==> src/rtl/vga_layer_scanner.sv <==
// vga_layer_scanner: raster scan over the active frame, per-pixel hit test of
// NUM_LAYERS rectangular layers and priority composite down to one SDRAM byte
// address (or a background flag) per pixel. The pipeline has three stages:
// S1 holds the scan position, the S2 registers hold the per-layer hit results and
// addresses, and S3 holds the selected pixel on the outputs.
module vga_layer_scanner #(
    parameter int NUM_LAYERS = 8,
    parameter int SCREEN_W   = 640,
    parameter int SCREEN_H   = 480,
    parameter int COORD_W    = 11,
    parameter int ADDR_W     = 26,
    localparam int LB        = (NUM_LAYERS > 1) ? $clog2(NUM_LAYERS) : 1
) (
    input  logic              clk,
    input  logic              reset_n,
    input  logic              hwregs_vga_select,
    input  logic [8:0]        hwregs_addr,
    input  logic [25:0]       hwregs_wdata,
    input  logic              frame_start,
    input  logic              stall,
    input  logic              fifo_full,
    output logic              pix_valid,
    output logic [ADDR_W-1:0] pix_addr,
    output logic              pix_hit,
    output logic [LB-1:0]     pix_layer,
    output logic              pix_eol,
    output logic              frame_done,
    output logic              busy
);

    typedef struct packed {
        logic [ADDR_W-1:0]  base;
        logic [COORD_W-1:0] x1;
        logic [COORD_W-1:0] y1;
        logic [COORD_W-1:0] x2;
        logic [COORD_W-1:0] y2;
        logic [ADDR_W-1:0]  stride;
        logic               en;
    } layer_t;

    localparam logic [COORD_W-1:0] X_LAST = COORD_W'(SCREEN_W - 1);
    localparam logic [COORD_W-1:0] Y_LAST = COORD_W'(SCREEN_H - 1);

    // register file: shadow copy written by the bus, live copy used by the scan
    layer_t             shadow_q [NUM_LAYERS];
    layer_t             shadow_d [NUM_LAYERS];
    layer_t             live_q   [NUM_LAYERS];
    layer_t             live_d   [NUM_LAYERS];
    logic [ADDR_W-1:0]  row_ptr_q [NUM_LAYERS];
    logic [ADDR_W-1:0]  row_ptr_d [NUM_LAYERS];

    // S1 scan position
    logic [COORD_W-1:0] x_q, x_d, y_q, y_d;
    logic               running_q, running_d;

    // S2 per-layer hit results
    logic                  s2_valid_q, s2_valid_d;
    logic [NUM_LAYERS-1:0] s2_hit_q, s2_hit_d;
    logic [ADDR_W-1:0]     s2_addr_q [NUM_LAYERS];
    logic [ADDR_W-1:0]     s2_addr_d [NUM_LAYERS];
    logic                  s2_eol_q, s2_eol_d, s2_last_q, s2_last_d;

    // S3 selected pixel (registered outputs)
    logic              pix_valid_q, pix_valid_d;
    logic [ADDR_W-1:0] pix_addr_q, pix_addr_d;
    logic              pix_hit_q, pix_hit_d;
    logic [LB-1:0]     pix_layer_q, pix_layer_d;
    logic              pix_eol_q, pix_eol_d;
    logic              frame_done_q, frame_done_d;

    logic [2:0]            wr_reg;
    logic [LB-1:0]         wr_layer;
    logic                  issue;
    logic [NUM_LAYERS-1:0] in_rows;
    logic [NUM_LAYERS-1:0] hit_now;
    logic [ADDR_W-1:0]     addr_now [NUM_LAYERS];
    logic                  unused_bus_bits;

    assign wr_reg          = hwregs_addr[2:0];
    assign wr_layer        = hwregs_addr[3 +: LB];
    assign unused_bus_bits = ^{hwregs_addr[8:3+LB], hwregs_wdata};
    assign issue           = running_q && !fifo_full && !stall;

    // per-layer hit test and address for the pixel currently at S1
    for (genvar gi = 0; gi < NUM_LAYERS; gi++) begin : g_layer
        assign in_rows[gi]  = (y_q >= live_q[gi].y1) && (y_q < live_q[gi].y2);
        assign hit_now[gi]  = live_q[gi].en && in_rows[gi] &&
                              (x_q >= live_q[gi].x1) && (x_q < live_q[gi].x2);
        assign addr_now[gi] = row_ptr_q[gi] + ADDR_W'(x_q - live_q[gi].x1);
    end

    // next-state logic for register file, scan, hit stage and select stage
    always_comb begin
        shadow_d     = shadow_q;
        live_d       = live_q;
        row_ptr_d    = row_ptr_q;
        x_d          = x_q;
        y_d          = y_q;
        running_d    = running_q;
        s2_valid_d   = s2_valid_q;
        s2_hit_d     = s2_hit_q;
        s2_addr_d    = s2_addr_q;
        s2_eol_d     = s2_eol_q;
        s2_last_d    = s2_last_q;
        pix_valid_d  = pix_valid_q;
        pix_addr_d   = pix_addr_q;
        pix_hit_d    = pix_hit_q;
        pix_layer_d  = pix_layer_q;
        pix_eol_d    = pix_eol_q;
        frame_done_d = frame_done_q;

        // bus writes always land in the shadow copy; unknown layers match nothing
        for (int l = 0; l < NUM_LAYERS; l++) begin
            if (hwregs_vga_select && (wr_layer == LB'(l))) begin
                case (wr_reg)
                    3'd0: shadow_d[l].base   = hwregs_wdata[ADDR_W-1:0];
                    3'd1: shadow_d[l].x1     = hwregs_wdata[COORD_W-1:0];
                    3'd2: shadow_d[l].y1     = hwregs_wdata[COORD_W-1:0];
                    3'd3: shadow_d[l].x2     = hwregs_wdata[COORD_W-1:0];
                    3'd4: shadow_d[l].y2     = hwregs_wdata[COORD_W-1:0];
                    3'd5: shadow_d[l].stride = hwregs_wdata[ADDR_W-1:0];
                    3'd6: shadow_d[l].en     = hwregs_wdata[0];
                    default: ;
                endcase
            end
        end

        if (frame_start) begin
            // restart: the pre-write shadow goes live, in-flight pixels are dropped
            live_d       = shadow_q;
            for (int l = 0; l < NUM_LAYERS; l++) begin
                row_ptr_d[l] = shadow_q[l].base;
            end
            x_d          = '0;
            y_d          = '0;
            running_d    = 1'b1;
            s2_valid_d   = 1'b0;
            pix_valid_d  = 1'b0;
            pix_addr_d   = '0;
            pix_hit_d    = 1'b0;
            pix_layer_d  = '0;
            pix_eol_d    = 1'b0;
            frame_done_d = 1'b0;
        end else if (stall) begin
            // S1/S2 freeze; the output shows a bubble so no pixel is presented twice
            pix_valid_d  = 1'b0;
            pix_eol_d    = 1'b0;
            frame_done_d = 1'b0;
        end else begin
            if (issue) begin
                if (x_q == X_LAST) begin
                    x_d = '0;
                    for (int l = 0; l < NUM_LAYERS; l++) begin
                        if (in_rows[l]) begin
                            row_ptr_d[l] = row_ptr_q[l] + live_q[l].stride;
                        end
                    end
                    if (y_q == Y_LAST) begin
                        y_d       = '0;
                        running_d = 1'b0;
                    end else begin
                        y_d = y_q + COORD_W'(1);
                    end
                end else begin
                    x_d = x_q + COORD_W'(1);
                end
            end

            s2_valid_d = issue;
            s2_hit_d   = hit_now;
            s2_addr_d  = addr_now;
            s2_eol_d   = (x_q == X_LAST);
            s2_last_d  = (x_q == X_LAST) && (y_q == Y_LAST);

            // ascending scan so the highest-index hitting layer wins
            pix_valid_d  = s2_valid_q;
            pix_eol_d    = s2_valid_q && s2_eol_q;
            frame_done_d = s2_valid_q && s2_last_q;
            pix_hit_d    = 1'b0;
            pix_addr_d   = '0;
            pix_layer_d  = '0;
            for (int l = 0; l < NUM_LAYERS; l++) begin
                if (s2_valid_q && s2_hit_q[l]) begin
                    pix_hit_d   = 1'b1;
                    pix_addr_d  = s2_addr_q[l];
                    pix_layer_d = LB'(l);
                end
            end
        end
    end

    // state registers with asynchronous active-low reset
    always_ff @(posedge clk or negedge reset_n) begin
        if (!reset_n) begin
            shadow_q     <= '{default: '0};
            live_q       <= '{default: '0};
            row_ptr_q    <= '{default: '0};
            x_q          <= '0;
            y_q          <= '0;
            running_q    <= 1'b0;
            s2_valid_q   <= 1'b0;
            s2_hit_q     <= '0;
            s2_addr_q    <= '{default: '0};
            s2_eol_q     <= 1'b0;
            s2_last_q    <= 1'b0;
            pix_valid_q  <= 1'b0;
            pix_addr_q   <= '0;
            pix_hit_q    <= 1'b0;
            pix_layer_q  <= '0;
            pix_eol_q    <= 1'b0;
            frame_done_q <= 1'b0;
        end else begin
            shadow_q     <= shadow_d;
            live_q       <= live_d;
            row_ptr_q    <= row_ptr_d;
            x_q          <= x_d;
            y_q          <= y_d;
            running_q    <= running_d;
            s2_valid_q   <= s2_valid_d;
            s2_hit_q     <= s2_hit_d;
            s2_addr_q    <= s2_addr_d;
            s2_eol_q     <= s2_eol_d;
            s2_last_q    <= s2_last_d;
            pix_valid_q  <= pix_valid_d;
            pix_addr_q   <= pix_addr_d;
            pix_hit_q    <= pix_hit_d;
            pix_layer_q  <= pix_layer_d;
            pix_eol_q    <= pix_eol_d;
            frame_done_q <= frame_done_d;
        end
    end

    assign pix_valid  = pix_valid_q;
    assign pix_addr   = pix_addr_q;
    assign pix_hit    = pix_hit_q;
    assign pix_layer  = pix_layer_q;
    assign pix_eol    = pix_eol_q;
    assign frame_done = frame_done_q;
    assign busy       = running_q | s2_valid_q | pix_valid_q;

endmodule

==> config.mk <==
export PLATFORM = sky130hd
export DESIGN_NAME = vga_layer_scanner
export DESIGN_NICKNAME = d
export VERILOG_FILES = /design/src/rtl/vga_layer_scanner.sv
export SDC_FILE = /design/constraint.sdc
export NUM_CORES = 2
export LEC_CHECK = 0
export ABC_CLOCK_PERIOD_IN_PS = 6000
export CORE_UTILIZATION = 60
export CTS_BUF_LIST = sky130_fd_sc_hd__clkbuf_4
export CTS_CLUSTER_DIAMETER = 30
export CTS_CLUSTER_SIZE = 20
export DETAILED_ROUTE_END_ITERATION = 8
export PLACE_DENSITY = 0.86
export SLEW_MARGIN = 10
export SYNTH_ARGS = -nofsm -noshare
export SYNTH_HDL_FRONTEND = slang
export SYNTH_SLANG_ARGS = --single-unit
==> constraint.sdc <==
create_clock -name clk -period 6 [get_ports clk]
set_input_delay 0.6 -clock clk [delete_from_list [all_inputs] [get_ports clk]]
set_output_delay 0.6 -clock clk [all_outputs]
set_load 0.02 [all_outputs]
# Yosys cells after proc, flatten, opt, wreduce, memory -nomap -nowiden
# Index checks and enable logic that the tools add are counted.
# word_totals
ff_bits	1827
in_bits	41
out_inout_bits	34
elab_cells	410
# classes
addsub	26
n_lt_le_gt_ge	32
eq_ne	16
n_mux	63
bitwise	4
reduce_logical	136
# op_table
cell	n
two-way mux 208 bit	4
two-way mux 26 bit	18
adder 26 bit	16
>= comparator 11 bit	16
less-than comparator 11 bit	16
AND reduction 2 bit	58
two-way mux 11 bit	9
subtractor 11 x 11 -> 12 bit	8
logical AND 1 bit	53
AND reduction 4 bit	9
two-way mux 1 bit	24
two-way mux 3 bit	8
adder 11 x 1 -> 11 bit, second input constant	2
nonzero test 2 bit	11
== test 3 bit, second input constant	7
== test 3 x 2 -> 1 bit, second input constant	4
== test 11 x 10 -> 1 bit, second input constant	1
== test 11 x 9 -> 1 bit, second input constant	1
== test 3 x 1 -> 1 bit, second input constant	2
logical NOT 3 bit	2
AND reduction 3 bit	1
logical NOT 1 bit	2
inequality test 2 bit, second input constant	1
inverter 1 bit	2
OR 1 bit	2

# Logic depth before layout (Yosys ltp)
# logic_depth
word_depth	11
depth_mapped	24
depth_no_buf	23

# Worst setup path before layout
# OpenSTA, ideal clock, no wires.
# synth_timing
path_kind	reg2reg
start	register x_q[1]
end	register s2_addr_q[125] (netlist name)
setup_ns	0.133
t_arrival_ns	5.723
required_time_ns	5.867
path_slack_ns	0.144
stages_incl_launch_ff	18
cell_sequence	dfrtp_1 > ha_1 > nor2b_1 > o21ai_0 > a21boi_0 > o21ai_0 > a21oi_1 > o41ai_1 > ha_1 > a21o_1 > a21o_1 > a2111o_1 > a32oi_1 > o21ai_0 > a21o_1 > a21oi_1 > xor2_1 > o21ai_0
# synth_via
elab_chain_cells	2
# synth_rtl
item	line_no	source
start, declared	53	logic [COORD_W-1:0] x_q, x_d, y_q, y_d;
start signal, assigned	198	x_q <= '0;
start signal, assigned	216	x_q <= x_d;
subtractor 11 x 11 -> 12 bit	89	assign addr_now[gi] = row_ptr_q[gi] + ADDR_W'(x_q - live_q[gi].x1);
adder 26 bit	89	
end signal, assigned	221	s2_addr_q <= s2_addr_d;
end, declared	59	logic [ADDR_W-1:0] s2_addr_q [NUM_LAYERS];
# No other way between the ends.
# A chain may end at the register's enable or synchronous reset.

# Worst setup path in the final report
# layout_timing
start	register x_q[0]
end	register s2_addr_q[22] (netlist name)
# Same word-level chain as after synthesis.

==> impl_metrics.tcl <==
set metrics [dict create \
    slew_headroom_pct 16.0 \
    die_y_um 408 \
    period_share_pct 95.2 \
    grt_util_all_layers_pct 32.1 \
    final_common_cell "dfrtp_1" \
    critical_path_class "reg2reg" \
    grt_overflow 0 \
    grt_pass1_wl_mm 422 \
    cts.sinks 1827 \
    antenna_found_initial 19 \
    endpoint_kind "flip-flop" \
    die_w_um 408 \
    grt_pass1_vias 77000 \
    finalSetupTns_ns 0 \
    synth_seq_cells 1827 \
    cts_tree "yes" \
    io_buffer_count 71 \
    pwr-share-seq_pct 41.4 \
    power_density_nw_per_um2 351 \
    yosysSeqAreaShare_pct 46.1 \
    cts-htree-levels 5 \
    drtAntennaViolNets 0 \
    grt_max_degree 246 \
    final_cell_mix "dfrtp_1 (1,826), nand2_1 (1,032), mux2_2 (1,021), o21ai_0 (940), ha_1 (738)" \
    fin_area_um2 108000 \
    p_total_w 0.0380 \
    crit_required_ns 7.18 \
    syn2layout_area_growth_pct 9.20 \
    tightest_slew_ns 1.25 \
    stdcell_count 12200 \
    viasPerCell 6.26 \
    yosys_warnings 0 \
    syn_area_per_cell_um2 10.4 \
    placed_cell_area_um2 102000 \
    layout.nets 10500 \
    syn_area_um2 99100 \
    start_util_pct 60.7 \
    peakVddDrop_mv 0.256 \
    boundaryPins 75 \
    async_flop_share_pct 100 \
    post_cts_buffers 0 \
    drc 0 \
    wl_per_cell_um 22.1 \
    syn_inst 9524 \
    slew_violations 0 \
    crit_fanout 6 \
    nFillCells 11900 \
    dr.pass1.iters 9 \
    gp_congestion 0.990 \
    cts.reportedPaths.clkPinSlew_ns 0.10 \
    die_area_um2 167000 \
    fin_skew_ns 0.160 \
    clockRootBuffer "clkbuf_4" \
    finalSetupViolCount 0 \
    comb_power_share_pct 29.7 \
    insertion_delay_ns 1.41 \
    drtIter0Drc 7354 \
    cts_made_buffers 379 \
    ys.flop_type "dfrtp_1" \
    rows 148 \
    power_switching_share_pct 34.8 \
    p_clk_share_pct 28.9 \
    min_path_type "in2reg" \
    arrival_ns 6.90 \
    maxCapViolations 0 \
    synth.distinct_cells 92 \
    drive_gt1_share_pct 19.1 \
    hold_viol_final 0 \
    hpwlAfterDp_mm 181 \
    reg2regPathDepth 22 \
    leakage_nw 52.5 \
    fmax_ghz 0.175 \
    p_switching_w 0.0132 \
    period_needed_ns 5.71 \
    internal_power_w 0.0248 \
    whs_path_depth 4 \
    synth_edf_count 0 \
    whs_ns 0.131 \
    drt_wl_total_mm 269 \
    cp-start-kind "flip-flop" \
    rsz0062_at_grt "false" \
    outcome "finished, final reports clean" \
    core-area_um2 163000 \
    dp.cells 11500 \
    vias 76200 \
    synth_nets 10300 \
    cts_buffer_depth 4 \
]
-- synthesized netlist by cell type (12+ instances only) --
cell	n	area (um2)
a31oi_1	69	432
o41ai_1	14	123
nand4_1	42	263
o21bai_1	73	548
xnor2_1	211	1850
nor3_1	112	561
buf_2	17	85.1
a21boi_0	24	180
a211oi_1	60	450
nand2b_1	63	394
nand2_1	1036	3890
nor2_1	360	1350
o31ai_1	50	375
o21ai_0	942	4710
buf_1	40	150
inv_1	505	1900
fa_1	24	480
o2111ai_1	15	131
clkbuf_1	370	1390
o221ai_1	30	263
o21a_1	79	593
a2111oi_0	13	114
nor4_1	15	93.8
and3_1	48	300
a21o_1	248	1860
dfrtp_1	1827	45700
a211o_1	18	158
and2_1	43	269
nor2b_1	63	394
ha_1	738	9230
nand4b_1	12	105
o211ai_1	80	601
xor2_1	177	1550
nand3_1	141	706
a21oi_1	525	2630
mux2i_1	126	1260
or2_2	24	150
mux2_2	1021	11500
nor3b_1	22	165
or3_1	31	194
o31a_1	15	131
-- logic make-up after synthesis --
kind of cell / count (synthesis) / synth area share, %
AOI/OAI and AO/OA: 2386 / 14.6
xor gates and xnor gates: 388 / 3.43
adders and majority gates: 762 / 9.81
buffers and inverters: 937 / 3.59
DFF: 1827 / 46.1
muxes: 1147 / 12.9
and+or+nand+nor: 2077 / 9.51
-- metrics by stage --
stage	util (%)	worst slack, ns
5_1_grt	66.2	0.0340
3_3_place_gp	62.6	0.580
3_5_place_dp	62.6	0.372
6_report	66.2	0.285
4_1_cts	66.2	0.385
2_1_floorplan	-	0.144
-- metal layers --
metal	global-route usage, %	vias up	wire length [um]
li1	-	34400	-
met1	41.6	37600	106000
met2	51.0	3349	124000
met3	5.39	877	22300
met4	18.3	4	16000
met5	0	-	23
-- flip-flops by register name (all words and copies together), names as in the netlist, 3 cells and up --
| register | cells |
|---|---|
| shadow_q | 776 |
| live_q | 568 |
| row_ptr_q | 208 |
| s2_addr_q | 208 |
| pix_addr | 26 |
| x_q | 11 |
| y_q | 11 |
| s2_hit_q | 8 |
| pix_layer | 3 |
-- power groups by stage --
stage / registers, W / clock network [W] / logic (W)
floorplan: 0.0154 / 0 / 0.00837
global placement: 0.0158 / 0 / 0.0105
detailed placement: 0.0159 / 0 / 0.0110
CTS: 0.0157 / 0.0111 / 0.0111
global route: 0.0159 / 0.0117 / 0.0125
finish: 0.0157 / 0.0110 / 0.0113
-- repair_timing --
action                                  in CTS  in global routing
gates resized for setup                      0                  2
endpoints found under the hold margin      790                  0
endpoints found under the setup margin       0                  2
hold buffers                                 7                  0
-- layout make-up --
type / instances / area (um2) / share of cell area, %
antenna: 10 / 25.0 / 0.0231
clock buffer: 426 / 3200 / 2.96
clock inverter: 244 / 2570 / 2.38
inverter: 505 / 1900 / 1.76
multi-input combinational: 6760 / 49900 / 46.1
sequential: 1827 / 45700 / 42.3
tap: 2175 / 2720 / 2.52
timing repair buffer: 234 / 2130 / 1.97
-- final timing paths --
| check | from | endpoint | slack (ns) |
|---|---|---|---|
| setup / recovery | x_q[0]$_DFFE_PN0P_ | s2_addr_q[22]$_DFFE_PN0P_ | 0.29 |
| hold / removal | stall | s2_valid_q$_DFFE_PN0P_ | 0.13 |
| setup reg to reg | x_q[0]$_DFFE_PN0P_ | s2_addr_q[22]$_DFFE_PN0P_ | 0.29 |
| hold reg to reg | shadow_q[668]$_DFFE_PN0P_ | row_ptr_q[171]$_DFFE_PN0P_ | 0.38 |
| max in group asynchronous | reset_n | shadow_q[361]$_DFFE_PN0P_ | 4.22 |
| min in group asynchronous | reset_n | live_q[436]$_DFFE_PN0P_ | 0.54 |
-- worst max-delay path, stage by stage, from the launching register on --
cell,delay [ns]
dfrtp_1,0.40
clkinvlp_4,0.36
buf_4,0.31
ha_1,0.20
nor2b_1,0.12
o21ai_0,0.12
a21boi_0,0.29
o21ai_0,0.14
a21boi_0,0.33
o21ai_0,0.17
a21boi_0,0.34
nor2_1,0.08
o311ai_0,0.30
ha_1,0.34
nand2_1,0.08
a21oi_1,0.05
a221oi_2,0.45
o21ai_1,0.24
o41a_1,0.38
a22o_1,0.26
o41ai_2,0.27
xor2_1,0.19
o21ai_1,0.07
(Power assumes the default switching activity.)
